===== src/rtl/conan_pkg.sv =====
// Shared constants and the command-side event view for the endstop conditioner.
package conan_pkg;

  localparam int ENDSTOP_DEB_BITS = 16;
  localparam int ENDSTOP_TS_BITS  = 32;

  typedef struct packed {
    logic state;
    logic pending;
    logic overrun;
  } endstop_evt_t;

endpackage


===== src/rtl/endstop_channel.sv =====
// One endstop channel: synchroniser, polarity, debounce, sticky event flags and edge timestamp.
// The timestamp register exists only when ENDSTOP_TIMESTAMP_EN is defined.
module endstop_channel
  import conan_pkg::*;
#(
  parameter int DEB_BITS = ENDSTOP_DEB_BITS,
  parameter int TS_BITS  = ENDSTOP_TS_BITS
) (
  input  logic                clk,
  input  logic                rst_n,
  input  logic                pin,
  input  logic [TS_BITS-1:0]  systime_lo,
  input  logic [DEB_BITS-1:0] cfg_debounce,
  input  logic                invert,
  input  logic                ack,
  output logic                state,
  output logic                pending,
  output logic                overrun,
  output logic [TS_BITS-1:0]  edge_ts
);

  logic                s1_q, s1_d;
  logic                s2_q, s2_d;
  logic [DEB_BITS-1:0] cnt_q, cnt_d;
  endstop_evt_t        evt_q, evt_d;
  logic                lvl_s;
  logic                fire_s;

  // Synchroniser, debounce counter and event flag next-state logic
  always_comb begin
    s1_d   = pin;
    s2_d   = s1_q;
    lvl_s  = s2_q ^ invert;
    cnt_d  = cnt_q;
    fire_s = 1'b0;
    evt_d  = evt_q;

    if (lvl_s == evt_q.state) begin
      cnt_d = '0;
    end else if (cnt_q >= cfg_debounce) begin
      cnt_d  = '0;
      fire_s = 1'b1;
    end else if (cnt_q == '1) begin
      cnt_d = cnt_q;
    end else begin
      cnt_d = cnt_q + DEB_BITS'(1);
    end

    // An event beats a coincident ack so an edge is never dropped silently
    if (fire_s) begin
      evt_d.state   = lvl_s;
      evt_d.pending = 1'b1;
      evt_d.overrun = evt_q.overrun | evt_q.pending;
    end else if (ack) begin
      evt_d.pending = 1'b0;
      evt_d.overrun = 1'b0;
    end else begin
      evt_d = evt_q;
    end
  end

  // Channel state registers
  always_ff @(posedge clk or negedge rst_n) begin
    if (!rst_n) begin
      s1_q  <= 1'b0;
      s2_q  <= 1'b0;
      cnt_q <= '0;
      evt_q <= '0;
    end else begin
      s1_q  <= s1_d;
      s2_q  <= s2_d;
      cnt_q <= cnt_d;
      evt_q <= evt_d;
    end
  end

  assign state   = evt_q.state;
  assign pending = evt_q.pending;
  assign overrun = evt_q.overrun;

`ifdef ENDSTOP_TIMESTAMP_EN
  logic [TS_BITS-1:0] ts_q, ts_d;

  // Keep the time of the first unacknowledged edge
  always_comb begin
    if (fire_s && (!evt_q.pending || ack)) begin
      ts_d = systime_lo;
    end else begin
      ts_d = ts_q;
    end
  end

  // Timestamp register
  always_ff @(posedge clk or negedge rst_n) begin
    if (!rst_n) begin
      ts_q <= '0;
    end else begin
      ts_q <= ts_d;
    end
  end

  assign edge_ts = ts_q;
`else
  logic unused_ts_s;
  assign unused_ts_s = ^systime_lo;
  assign edge_ts     = '0;
`endif

endmodule


===== src/rtl/endstop_conditioner.sv =====
// Conditions NENDSTOP raw endstop pins for the command block; one endstop_channel per pin.
// Edge timestamps are captured only when ENDSTOP_TIMESTAMP_EN is defined, otherwise edge_ts is 0.
module endstop_conditioner
  import conan_pkg::*;
#(
  parameter int NENDSTOP = 8,
  parameter int DEB_BITS = ENDSTOP_DEB_BITS,
  parameter int TS_BITS  = ENDSTOP_TS_BITS
) (
  input  logic                        clk,
  input  logic                        rst_n,
  input  logic [NENDSTOP-1:0]         endstop_in,
  input  logic [63:0]                 systime,
  input  logic [DEB_BITS-1:0]         cfg_debounce,
  input  logic [NENDSTOP-1:0]         cfg_invert,
  input  logic [NENDSTOP-1:0]         ack,
  output logic [NENDSTOP-1:0]         state,
  output logic [NENDSTOP-1:0]         pending,
  output logic [NENDSTOP-1:0]         overrun,
  output logic [NENDSTOP*TS_BITS-1:0] edge_ts
);

  logic unused_systime_hi_s;
  assign unused_systime_hi_s = ^systime[63:TS_BITS];

  for (genvar i = 0; i < NENDSTOP; i++) begin : g_ch
    endstop_channel #(
      .DEB_BITS (DEB_BITS),
      .TS_BITS  (TS_BITS)
    ) u_ch (
      .clk          (clk),
      .rst_n        (rst_n),
      .pin          (endstop_in[i]),
      .systime_lo   (systime[TS_BITS-1:0]),
      .cfg_debounce (cfg_debounce),
      .invert       (cfg_invert[i]),
      .ack          (ack[i]),
      .state        (state[i]),
      .pending      (pending[i]),
      .overrun      (overrun[i]),
      .edge_ts      (edge_ts[i*TS_BITS +: TS_BITS])
    );
  end

endmodule


===== config.mk =====
export PLATFORM = sky130hd
export DESIGN_NAME = endstop_conditioner
export DESIGN_NICKNAME = d
export VERILOG_FILES = /design/src/rtl/conan_pkg.sv /design/src/rtl/endstop_channel.sv /design/src/rtl/endstop_conditioner.sv
export SDC_FILE = /design/constraint.sdc
export NUM_CORES = 1
export LEC_CHECK = 0
export ABC_CLOCK_PERIOD_IN_PS = 2200
export CAP_MARGIN = 40
export CORE_MARGIN = 2
export CORE_UTILIZATION = 44
export DETAILED_ROUTE_END_ITERATION = 10
export GPL_TIMING_DRIVEN = 0
export PLACE_DENSITY = 0.86
export SLEW_MARGIN = 0
export SYNTH_ARGS = -nofsm -noshare
export SYNTH_HDL_FRONTEND = slang
export SYNTH_SLANG_ARGS = --single-unit
export TNS_END_PERCENT = 30

===== constraint.sdc =====
create_clock -name clk -period 2.2 [get_ports clk]
set_clock_uncertainty 0.05 [all_clocks]
set_input_delay 0.44 -clock clk [delete_from_list [all_inputs] [get_ports clk]]
set_output_delay 0.44 -clock clk [all_outputs]
set_load 0.03 [all_outputs]

==> reports/metrics.yaml <==
globalRoute.totalOverflow: 0
crit_type: "in2reg"
ys.flop_type: "dfrtp_1"
power_uw: 10700
grt_use_total_pct: 21.7
slowest_delay_ps: 470
grt_setup_unrepaired: "yes"
period_minus_slack_ps: 2470
cts_buffers: 17
drc_errors: 0
finalWorstSetupSlack_ps: -268
yosysSeqAreaShare_pct: 32.8
clock_path_buffers: 2
fin_nets: 2049
post-route-period-util_pct: 112
port_buffers: 65
final-setup-viol-count: 110
pin_count: 386
vias: 12200
synthArstFlopShare_pct: 100
syn_avg_cell_area_um2: 9.23
antenna_found_initial: 0
ys_seq_elements: 168
cts.clk_slew.worst_paths_ps: 70
slew_headroom_pct: 36.2
max-cap-violations: 0
core-area_mm2: 0.0287
synth_area_mm2: 0.0128
synth_cell_types: 59
final_cell_area_mm2: 0.0177
routed_via_density: 5.54
yosys-top-cells-count: "buf_4, dfrtp_1, ha_1, a21oi_1, nor2_1"
cts_tree: "built"
crit_family: "compound AO/OA/AOI/OAI gates"
wl_per_cell_um: 19.6
crit_path_max_fanout: 8
max_freq_mhz: 405
ir_drop_mv: 0.503
dp_hpwl_um: 21200
synth.largest_area_cell: "dfrtp_1"
num_rows: 62
yosysMostFrequentCell: "buf_4"
globalplace.congestion: 0.865
instances_no_fill: 2204
dieArea_mm2: 0.0306
clock_latency_ps: 460
placed_area_mm2: 0.0150
cp_data_arrival_time_ps: 2780
antenna_cells: 0
grt_pass1_vias: 11200
initialDrtViolationCount: 1346
cts.htree.levels: 4
dieWidth_um: 175
cts_hold_buf: 0
place_inst: 2096
synth_top_cell_area_share_pct: 32.8
hold_violations: 0
synthTopCellsByArea: "dfrtp_1, buf_4, ha_1"
drive_above_1_share_pct: 34.3
final_util_pct: 61.7
area_growth_pct: 37.9
clock-root-buffer: "clkbuf_16"
cts_sinks: 168
grt_max_degree: 100
dr.pass1.iters: 6
routed_wirelength_um: 43200
die_h_um: 175
status: "finished, violations left"
crit_buf_inv: 4
violations: "negative setup slack"
worst_pin_slew_ps: 949
fin_tns_setup_ps: -10420
crit_required_ps: 2510
ant_nets: 0
p_leak_uw: 0.00849
synth-edff-count: 0
cp_slowest_cell: "a211o_4"
cp-start-kind: "primary input"
grt_pass1_wl_um: 54000
postSynthCellCount: 1391
r2r_setup_slack_ps: -260
start_util_pct: 44.7
yosys_warnings: 0
cp-end-kind: "flip-flop"
p_per_area_mw_per_mm2: 604
hold_class: "in2async"
crit_path_cell_trace: "dlygate4sd2_1, clkinvlp_4, buf_12, ha_1, a21oi_1, o221ai_4, a211o_4, buf_6, a311oi_2"
maxSlewViolCount: 0
## final timing paths
| check | start | to | cells past startpoint |
|---|---|---|---|
| min in group clk | g_ch[5].u_ch.s1_q$_DFF_PN0_ | g_ch[5].u_ch.s2_q$_DFF_PN0_ | 0 |
| worst max-delay path | cfg_debounce[5] | g_ch[0].u_ch.cnt_q[15]$_DFFE_PN0P_ | 9 |
| worst min register to register | g_ch[5].u_ch.s1_q$_DFF_PN0_ | g_ch[5].u_ch.s2_q$_DFF_PN0_ | 0 |
| worst max register to register | g_ch[0].u_ch.cnt_q[12]$_DFFE_PN0P_ | g_ch[0].u_ch.cnt_q[15]$_DFFE_PN0P_ | 7 |
| worst min-delay path | rst_n | g_ch[1].u_ch.cnt_q[15]$_DFFE_PN0P_ | 1 |
| max in group asynchronous | rst_n | g_ch[2].u_ch.cnt_q[2]$_DFFE_PN0P_ | 2 |
## repair_timing
| item | in CTS | in global routing |
|---|---|---|
| setup endpoints to repair | 152 | 141 |
| buffers inserted | 52 | 20 |
| gates resized for setup | 141 | 159 |
| pin swaps | 39 | 49 |
| cloned | 3 | 1 |
## sequential cells by signal (all words and copies together) (netlist names)
name               count
g_ch.u_ch.s1_q         8
g_ch.u_ch.state        8
g_ch.u_ch.s2_q         8
g_ch.u_ch.pending      8
g_ch.u_ch.cnt_q      128
g_ch.u_ch.overrun      8
## cells by family (layout without fill, tap and decap cells)
group           after synthesis  after routing  synth area share [%]
simple gates                392            392                  16.1
compound gates              233            233                  11.6
mux                          13             13                  1.09
flops                       168            168                  32.8
fa+ha+maj                   136            136                  13.3
buf+inv                     352            526                  18.6
other cells                   1            256                0.0292
xor+xnor                     96             96                  6.55
## layout make-up
| cell class | instances | area (um^2) |
|---|---|---|
| inverter | 55 | 263 |
| timing repair buffer | 142 | 1470 |
| sequential | 168 | 4230 |
| fill | 2032 | 11000 |
| multi-input combinational | 1126 | 8420 |
| tap | 384 | 480 |
| buffer | 297 | 2260 |
| clock buffer | 22 | 464 |
| clock inverter | 10 | 120 |
## per-layer routing
| metal | track usage (%) | share of wire, % | vias to the layer above |
|---|---|---|---|
| met5 | 0 | 0 | - |
| met4 | 13.3 | 8.6 | 0 |
| met3 | 4.11 | 11 | 353 |
| met2 | 39.7 | 48 | 987 |
| met1 | 23.1 | 33 | 5639 |
| li1 | - | - | 5240 |
## stage by stage
step,setup WS [ps],hold WS (ps)
global placement,-6390,282
CTS,-112,31.6
global route,-339,59.1
floorplan,-40.0,94.4
finish,-268,1.04
detailed placement,-1180,286
## power breakdown
part / internal [uW] / total (uW) / leakage, uW / switching (uW)
sequential: 3330 / 3670 / 0.00225 / 338
combinational: 1650 / 3910 / 0.00596 / 2260
clock: 1740 / 3120 / 0.000281 / 1380
## cells in the final DEF, fill, tap and decap left out, drive strengths merged, types with 6 or more instances in the layout
master / n
nor2: 87
mux2: 8
conb: 256
o21ai: 19
dfrtp: 168
nor3: 33
o22ai: 7
nor2b: 15
a211o: 14
a31oi: 16
clkbuf: 42
xor2: 40
a311oi: 10
buf: 365
clkdlybuf4s50: 48
nand2b: 12
a21boi: 6
and3: 28
xnor2: 56
nand2: 73
a221o: 7
ha: 136
a21oi: 109
inv: 41
clkinvlp: 17
a41oi: 8
nand4: 34
nand3: 56
and4: 24
o221ai: 7
o211ai: 8
a211oi: 11
(Power assumes the default switching activity.)
